$ cat src/rtl/frame_stream_pkg.sv
// frame_stream_pkg: shared types and constants for the frame read sequencer
// Provides the sequencer state enum, default raster size and RGB444 colour-bar palette.
package frame_stream_pkg;
    typedef enum logic {IDLE = 1'b0, STREAM = 1'b1} state_t;
    localparam int H_RES_DEF = 320;
    localparam int V_RES_DEF = 240;
    localparam int FRAME_PIX = H_RES_DEF * V_RES_DEF;
    localparam logic [11:0] RGB_WHITE   = 12'hFFF;
    localparam logic [11:0] RGB_YELLOW  = 12'hFF0;
    localparam logic [11:0] RGB_CYAN    = 12'h0FF;
    localparam logic [11:0] RGB_GREEN   = 12'h0F0;
    localparam logic [11:0] RGB_MAGENTA = 12'hF0F;
    localparam logic [11:0] RGB_RED     = 12'hF00;
    localparam logic [11:0] RGB_BLUE    = 12'h00F;
    localparam logic [11:0] RGB_BLACK   = 12'h000;
    function automatic logic [11:0] bar_colour(input logic [2:0] bar);
        return bar[2] ? (bar[1] ? (bar[0] ? RGB_BLACK : RGB_BLUE) : (bar[0] ? RGB_RED : RGB_MAGENTA))
                      : (bar[1] ? (bar[0] ? RGB_GREEN : RGB_CYAN) : (bar[0] ? RGB_YELLOW : RGB_WHITE));
    endfunction
endpackage

$ cat src/rtl/frame_stream_ctrl_fifo.sv
// stream_skid_fifo: 2-entry skid FIFO absorbing the frame-buffer read latency
// Ports: clk, reset_n (async active-low), flush (sync clear), push/din, pop/dout (head), count (0..2).
module stream_skid_fifo #(
    parameter int W = 14
) (
    input  logic         clk,
    input  logic         reset_n,
    input  logic         flush,
    input  logic         push,
    input  logic         pop,
    input  logic [W-1:0] din,
    output logic [W-1:0] dout,
    output logic [1:0]   count
);
    logic [W-1:0] mem_q [2];
    logic [W-1:0] mem_d [2];
    logic         rd_q, rd_d, wr_q, wr_d;
    logic [1:0]   cnt_q, cnt_d;
    always_comb begin
        mem_d = mem_q;
        if (push) mem_d[wr_q] = din;
        wr_d  = flush ? 1'b0 : wr_q ^ push;
        rd_d  = flush ? 1'b0 : rd_q ^ pop;
        cnt_d = flush ? 2'd0 : cnt_q + {1'b0, push} - {1'b0, pop};
    end
    always_ff @(posedge clk or negedge reset_n) begin
        if (!reset_n) begin
            mem_q <= '{default: '0};
            rd_q  <= 1'b0;
            wr_q  <= 1'b0;
            cnt_q <= 2'd0;
        end else begin
            mem_q <= mem_d;
            rd_q  <= rd_d;
            wr_q  <= wr_d;
            cnt_q <= cnt_d;
        end
    end
    assign dout  = mem_q[rd_q];
    assign count = cnt_q;
    a_no_overflow: assert property (@(posedge clk) disable iff (!reset_n)
        !(push && !pop && !flush && cnt_q == 2'd2));
    a_no_underflow: assert property (@(posedge clk) disable iff (!reset_n)
        !(pop && cnt_q == 2'd0));
endmodule

$ cat src/rtl/frame_stream_ctrl.sv
// frame_stream_ctrl: raster read sequencer feeding an Avalon-ST sink through a 2-entry skid FIFO
// Ports: clk, reset_n (async active-low), resync (sync restart), mode_in -> mode_out (latched per frame),
//   rd_addr/rd_data (frame buffer, 1-cycle latency), src_* (Avalon-ST source), frame_done, frame_count.
// Option FRAME_STREAM_CTRL_TESTPAT_EN: all-ones frame mode replaces pixels with 8 vertical colour bars.
module frame_stream_ctrl
    import frame_stream_pkg::*;
#(
    parameter int H_RES  = H_RES_DEF,
    parameter int V_RES  = V_RES_DEF,
    parameter int ADDR_W = 17,
    parameter int PIX_W  = 12,
    parameter int MODE_W = 3
) (
    input  logic              clk,
    input  logic              reset_n,
    input  logic              resync,
    input  logic [MODE_W-1:0] mode_in,
    output logic [ADDR_W-1:0] rd_addr,
    input  logic [PIX_W-1:0]  rd_data,
    output logic [PIX_W-1:0]  src_data,
    output logic              src_valid,
    input  logic              src_ready,
    output logic              src_sop,
    output logic              src_eop,
    output logic [MODE_W-1:0] mode_out,
    output logic              frame_done,
    output logic [15:0]       frame_count
);
    localparam logic [ADDR_W-1:0] LAST = ADDR_W'(H_RES * V_RES - 1);
    state_t              state_q, state_d;
    logic                stream, issue, pop;
    logic [ADDR_W-1:0]   rd_addr_q, rd_addr_d;
    logic                inflight_q, inflight_d, sop_tag_q, sop_tag_d, eop_tag_q, eop_tag_d;
    logic [MODE_W-1:0]   mode_q, mode_d;
    logic                frame_done_q, frame_done_d;
    logic [15:0]         frame_count_q, frame_count_d;
    logic [1:0]          fifo_count;
    logic [PIX_W+1:0]    head;
    logic [PIX_W-1:0]    head_data;
    logic                head_sop, head_eop;
    always_ff @(posedge clk or negedge reset_n) begin
        if (!reset_n) state_q <= IDLE;
        else          state_q <= state_d;
    end
    always_comb begin
        state_d = resync ? IDLE : (state_q == IDLE ? STREAM : state_q);
    end
    always_comb begin
        stream = (state_q == STREAM);
    end
    stream_skid_fifo #(.W(PIX_W + 2)) u_fifo (
        .clk     (clk),
        .reset_n (reset_n),
        .flush   (resync),
        .push    (inflight_q),
        .pop     (pop),
        .din     ({sop_tag_q, eop_tag_q, rd_data}),
        .dout    (head),
        .count   (fifo_count)
    );
    assign head_sop  = head[PIX_W+1];
    assign head_eop  = head[PIX_W];
    assign head_data = head[PIX_W-1:0];
    assign src_valid = (fifo_count != 2'd0);
    assign pop       = src_valid & src_ready;
    // Occupancy counts the read still in flight so a stalled sink never overflows the FIFO.
    assign issue = stream && (({1'b0, fifo_count} + {2'b0, inflight_q}) < (3'd2 + {2'b0, pop}));
    always_comb begin
        rd_addr_d     = resync ? '0 : (issue ? (rd_addr_q == LAST ? '0 : rd_addr_q + 1'b1) : rd_addr_q);
        inflight_d    = issue & ~resync;
        sop_tag_d     = (rd_addr_q == '0);
        eop_tag_d     = (rd_addr_q == LAST);
        mode_d        = (pop & head_sop) ? mode_in : mode_q;
        frame_done_d  = pop & head_eop;
        frame_count_d = frame_count_q + {15'd0, pop & head_eop};
    end
    always_ff @(posedge clk or negedge reset_n) begin
        if (!reset_n) begin
            rd_addr_q     <= '0;
            inflight_q    <= 1'b0;
            sop_tag_q     <= 1'b0;
            eop_tag_q     <= 1'b0;
            mode_q        <= '0;
            frame_done_q  <= 1'b0;
            frame_count_q <= 16'd0;
        end else begin
            rd_addr_q     <= rd_addr_d;
            inflight_q    <= inflight_d;
            sop_tag_q     <= sop_tag_d;
            eop_tag_q     <= eop_tag_d;
            mode_q        <= mode_d;
            frame_done_q  <= frame_done_d;
            frame_count_q <= frame_count_d;
        end
    end
`ifdef FRAME_STREAM_CTRL_TESTPAT_EN
    localparam int COL_W = $clog2(H_RES);
    localparam logic [COL_W-1:0] COL_LAST = COL_W'(H_RES - 1);
    logic [COL_W-1:0]  col_q, col_d;
    logic [MODE_W-1:0] frame_mode;
    // col_q tracks the column of the FIFO head; the SOP beat takes the mode it is about to latch.
    always_comb begin
        col_d      = resync ? '0 : (pop ? (col_q == COL_LAST ? '0 : col_q + 1'b1) : col_q);
        frame_mode = head_sop ? mode_in : mode_q;
        src_data   = (&frame_mode) ? PIX_W'(bar_colour(3'(col_q / (H_RES / 8)))) : head_data;
    end
    always_ff @(posedge clk or negedge reset_n) begin
        if (!reset_n) col_q <= '0;
        else          col_q <= col_d;
    end
`else
    assign src_data = head_data;
`endif
    assign rd_addr     = rd_addr_q;
    assign src_sop     = src_valid & head_sop;
    assign src_eop     = src_valid & head_eop;
    assign mode_out    = mode_q;
    assign frame_done  = frame_done_q;
    assign frame_count = frame_count_q;
endmodule
$ cat config.mk
export PLATFORM = sky130hd
export DESIGN_NAME = frame_stream_ctrl
export DESIGN_NICKNAME = d
export VERILOG_FILES = /design/src/rtl/frame_stream_pkg.sv /design/src/rtl/frame_stream_ctrl_fifo.sv /design/src/rtl/frame_stream_ctrl.sv
export SDC_FILE = /design/constraint.sdc
export NUM_CORES = 1
export LEC_CHECK = 0
export ABC_AREA = 1
export CORE_MARGIN = 2
export CORE_UTILIZATION = 40
export CTS_BUF_LIST = sky130_fd_sc_hd__clkbuf_4 sky130_fd_sc_hd__clkbuf_8
export CTS_CLUSTER_SIZE = 10
export DETAILED_ROUTE_END_ITERATION = 8
export HOLD_SLACK_MARGIN = 0.12
export PLACE_DENSITY = 0.68
export REMOVE_ABC_BUFFERS = 1
export SETUP_SLACK_MARGIN = 0.4
export SLEW_MARGIN = 10
export SYNTH_ARGS = -nofsm -noshare
export SYNTH_HDL_FRONTEND = slang
export SYNTH_SLANG_ARGS = --single-unit
$ cat constraint.sdc
create_clock -name clk -period 1.8 [get_ports clk]
set_input_delay 0.54 -clock clk [delete_from_list [all_inputs] [get_ports clk]]
set_output_delay 0.54 -clock clk [all_outputs]
set_load 0.02 [all_outputs]
==> impl_metrics.csv <==
group,metric,value,unit
placement,numPortBuffers,70,
yosys,netlist_area,3710,µm²
power,power_switching,2.46,mW
sta,hold_viol_final,0,
clock_tree,cts_tree,"done",
min_path,min-delay-path-class,"in2async",
status,status,"complete, but fails checks",
die,initial_utilization,40.7,%
yosys,synthCells,394,
die,ios,71,
sta,slew_violations,0,
clock_tree,root_buffer,"clkbuf_8",
die,rows,35,
detailed_routing,wl_per_cell,16.8,µm
worst_setup_path,worstPathRequired,1260,ps
global_route,antenna_found_initial,0,
sta,fmax,523,MHz
worst_setup_path,end_kind,"output pin",
clock_tree,clock_latency,340,ps
sta,finalClockSkew,7.62,ps
sta,setup_ws,-111,ps
sta,setup_viol,25,
clock_tree,clk_pin_slew,80,ps
worst_setup_path,path_class,"reg2out",
die,die_w,100,µm
sta,holdWs,218,ps
placement,hpwl,6.07,mm
yosys,ys.flop_type,"dfrtp_1",
sta,grt_setup_unrepaired,"true",
power,internal_power,4.21,mW
global_route,grt_max_degree,74,
layout,n_antenna_cell,0,
layout,multi_input_area,2110,µm²
global_route,overflow,0,
layout,final_nets,573,
layout,syn2layout_area_growth,61.5,%
layout,final_common_cell,"buf_6",
sta,relSlewSlack,73.4,%
yosys,synth_edf_count,0,
detailed_routing,drtPass1Iterations,5,
yosys,seq_area_frac_synth,49.3,%
power,p_sw_share,36.9,%
yosys,ys_ff_latch,73,
detailed_routing,drc,0,
status,violations,"negative setup slack",
layout,final_cell_mix,"65 x buf_6, 64 x dfrtp_1, 59 x buf_4",
yosys,yosys_warnings,0,
detailed_routing,via_count,3388,
die,fp.coreArea,9110,µm²
worst_setup_path,start_kind,"flop",
layout,seq_area,1840,µm²
placement,gp_congestion,0.838,
power,clockPowerShare,17.5,%
layout,drive_gt1_share,51.8,%
sta,min_period_over_period,106,%
detailed_routing,wl,11.1,mm
detailed_routing,vias_per_cell,5.14,
worst_setup_path,crit_fanout,5,
clock_tree,cts_made_buffers,9,
global_route,grt_pass1_wl,16.0,mm
power,power_frac_seq,34.4,%
layout,final_core_utilization,65.7,%
global_route,grt_usage,20.3,%
sta,fin_crit,1910,ps
worst_setup_path,worstPathArrival,1370,ps
layout,nFillCells,682,
power,p_total,6.67,mW
clock_tree,clk_path_buf_depth,2,
power,p_leak,2.77,nW
clock_tree,h-tree-depth,3,
global_route,grt_pass1_vias,3418,
die,die_area,10100,µm²
sta,worstMarginPinSlew,399,ps
die,die_height,100,µm
detailed_routing,drtIter0Drc,127,
clock_tree,clkSinkCount,73,
yosys,synth-async-reset-ratio,100,%
power,power.density,1120,nW/µm²
run,drv_cap,0,
yosys,syn_area_per_cell,9.41,µm²
detailed_routing,drtAntennaViolNets,0,
power,peakVddDrop,0.488,mV
yosys,yosys.cell_types.count,35,
power,p_comb_share,48.1,%
==> layout make-up <==
| cell class | count | area share, % |
|---|---|---|
| Multi-Input combinational cell | 256 | 35.3 |
| Sequential cell | 73 | 30.7 |
| Timing Repair Buffer | 149 | 24.8 |
| Inverter | 54 | 3.78 |
| Clock buffer | 12 | 2.55 |
| Tap cell | 111 | 2.32 |
| Clock inverter | 3 | 0.293 |
| Timing Repair inverter | 1 | 0.272 |
==> cells by family after synthesis <==
family / after synthesis / share of synthesized area [%]
AO/OA/AOI/OAI: 49 / 7.12
buffers and inverters: 65 / 7.12
flip-flops: 73 / 49.3
XOR/XNOR: 22 / 5.20
adder cells (fa/ha/maj): 10 / 3.38
AND/OR/NAND/NOR: 158 / 22.7
multiplexers: 17 / 5.17
==> registers in the layout, summed over array words and instances, names as in the netlist <==
register / count
u_fifo.rd_q: 1
u_fifo.mem_q: 28
inflight_q: 1
state_q: 1
sop_tag_q: 1
u_fifo.wr_q: 1
frame_count: 16
frame_done: 1
rd_addr: 17
u_fifo.count: 2
mode_out: 3
eop_tag_q: 1
==> layer usage <==
layer  part of all wire [%]  global-route usage, %
met1                     39                   25.0
met5                      0                      0
met2                     53                   34.7
met3                    4.8                   4.39
met4                    2.8                   8.01
==> power groups by stage <==
| stage | Sequential (mW) | Clock (mW) | Combinational (mW) |
|---|---|---|---|
| 3_3_place_gp | 2.26 | 0 | 2.06 |
| 3_5_place_dp | 2.27 | 0 | 2.10 |
| 5_1_grt | 2.34 | 1.26 | 3.41 |
| 2_1_floorplan | 2.34 | 0 | 0.979 |
| 4_1_cts | 2.26 | 1.18 | 2.61 |
| 6_report | 2.29 | 1.17 | 3.21 |
==> repair_timing <==
| item | in CTS | in global routing |
|---|---|---|
| setup buffers | 32 | 12 |
| hold buffers | 0 | 0 |
| cloned | 2 | 2 |
| gates resized for setup | 407 | 63 |
| pin swaps | 16 | 23 |
| endpoints found under the setup margin | 90 | 115 |
==> metrics by stage <==
stage,setup TNS [ps],instances,cell area (µm²),setup slack [ps]
floorplan,-1630,383,3650,-311
global placement,-9070,596,4760,-548
detailed placement,-10610,596,4760,-628
CTS,-1010,645,5580,-91.2
global route,-3670,659,5980,-175
finish,-1660,659,5980,-111
==> synthesized netlist by cell type (3+ instances only) <==
cell type	n	area [µm²]
nor2_1	25	93.8
clkbuf_1	6	22.5
inv_2	5	18.8
mux2_1	3	33.8
buf_2	3	15.0
nand3_1	22	110
o21ai_0	29	145
xor2_1	17	149
nor3_1	3	15.0
nor2_4	5	56.3
nand2_2	11	68.8
nand4_1	8	50.1
nand2_1	63	236
nor2_2	7	43.8
o22ai_1	4	25.0
dfrtp_1	73	1830
o21ai_1	12	60.1
inv_1	47	176
mux2_2	14	158
ha_1	10	125
xnor2_1	5	43.8
nand3_2	6	60.1
==> worst paths after layout <==
kind | from | end | slack [ps] | cells after the start
max | u_fifo.rd_q | src_data[9] | -110 | 4
min | reset_n | u_fifo.mem_q[20] | 220 | 2
max reg2reg | u_fifo.rd_q | frame_count[13] | -80 | 12
min reg2reg | sop_tag_q | u_fifo.mem_q[27] | 480 | 2
max in group asynchronous | reset_n | rd_addr[16] | 1240 | 2
min in group clk | sop_tag_q | u_fifo.mem_q[27] | 480 | 2
==> worst max-delay path, stage by stage (launching register included) <==
cell and delay [ps]:
dfrtp_2 450, buf_6 150, clkbuf_16 160, o21ai_4 130, buf_6 130
(Power assumes the default switching activity.)
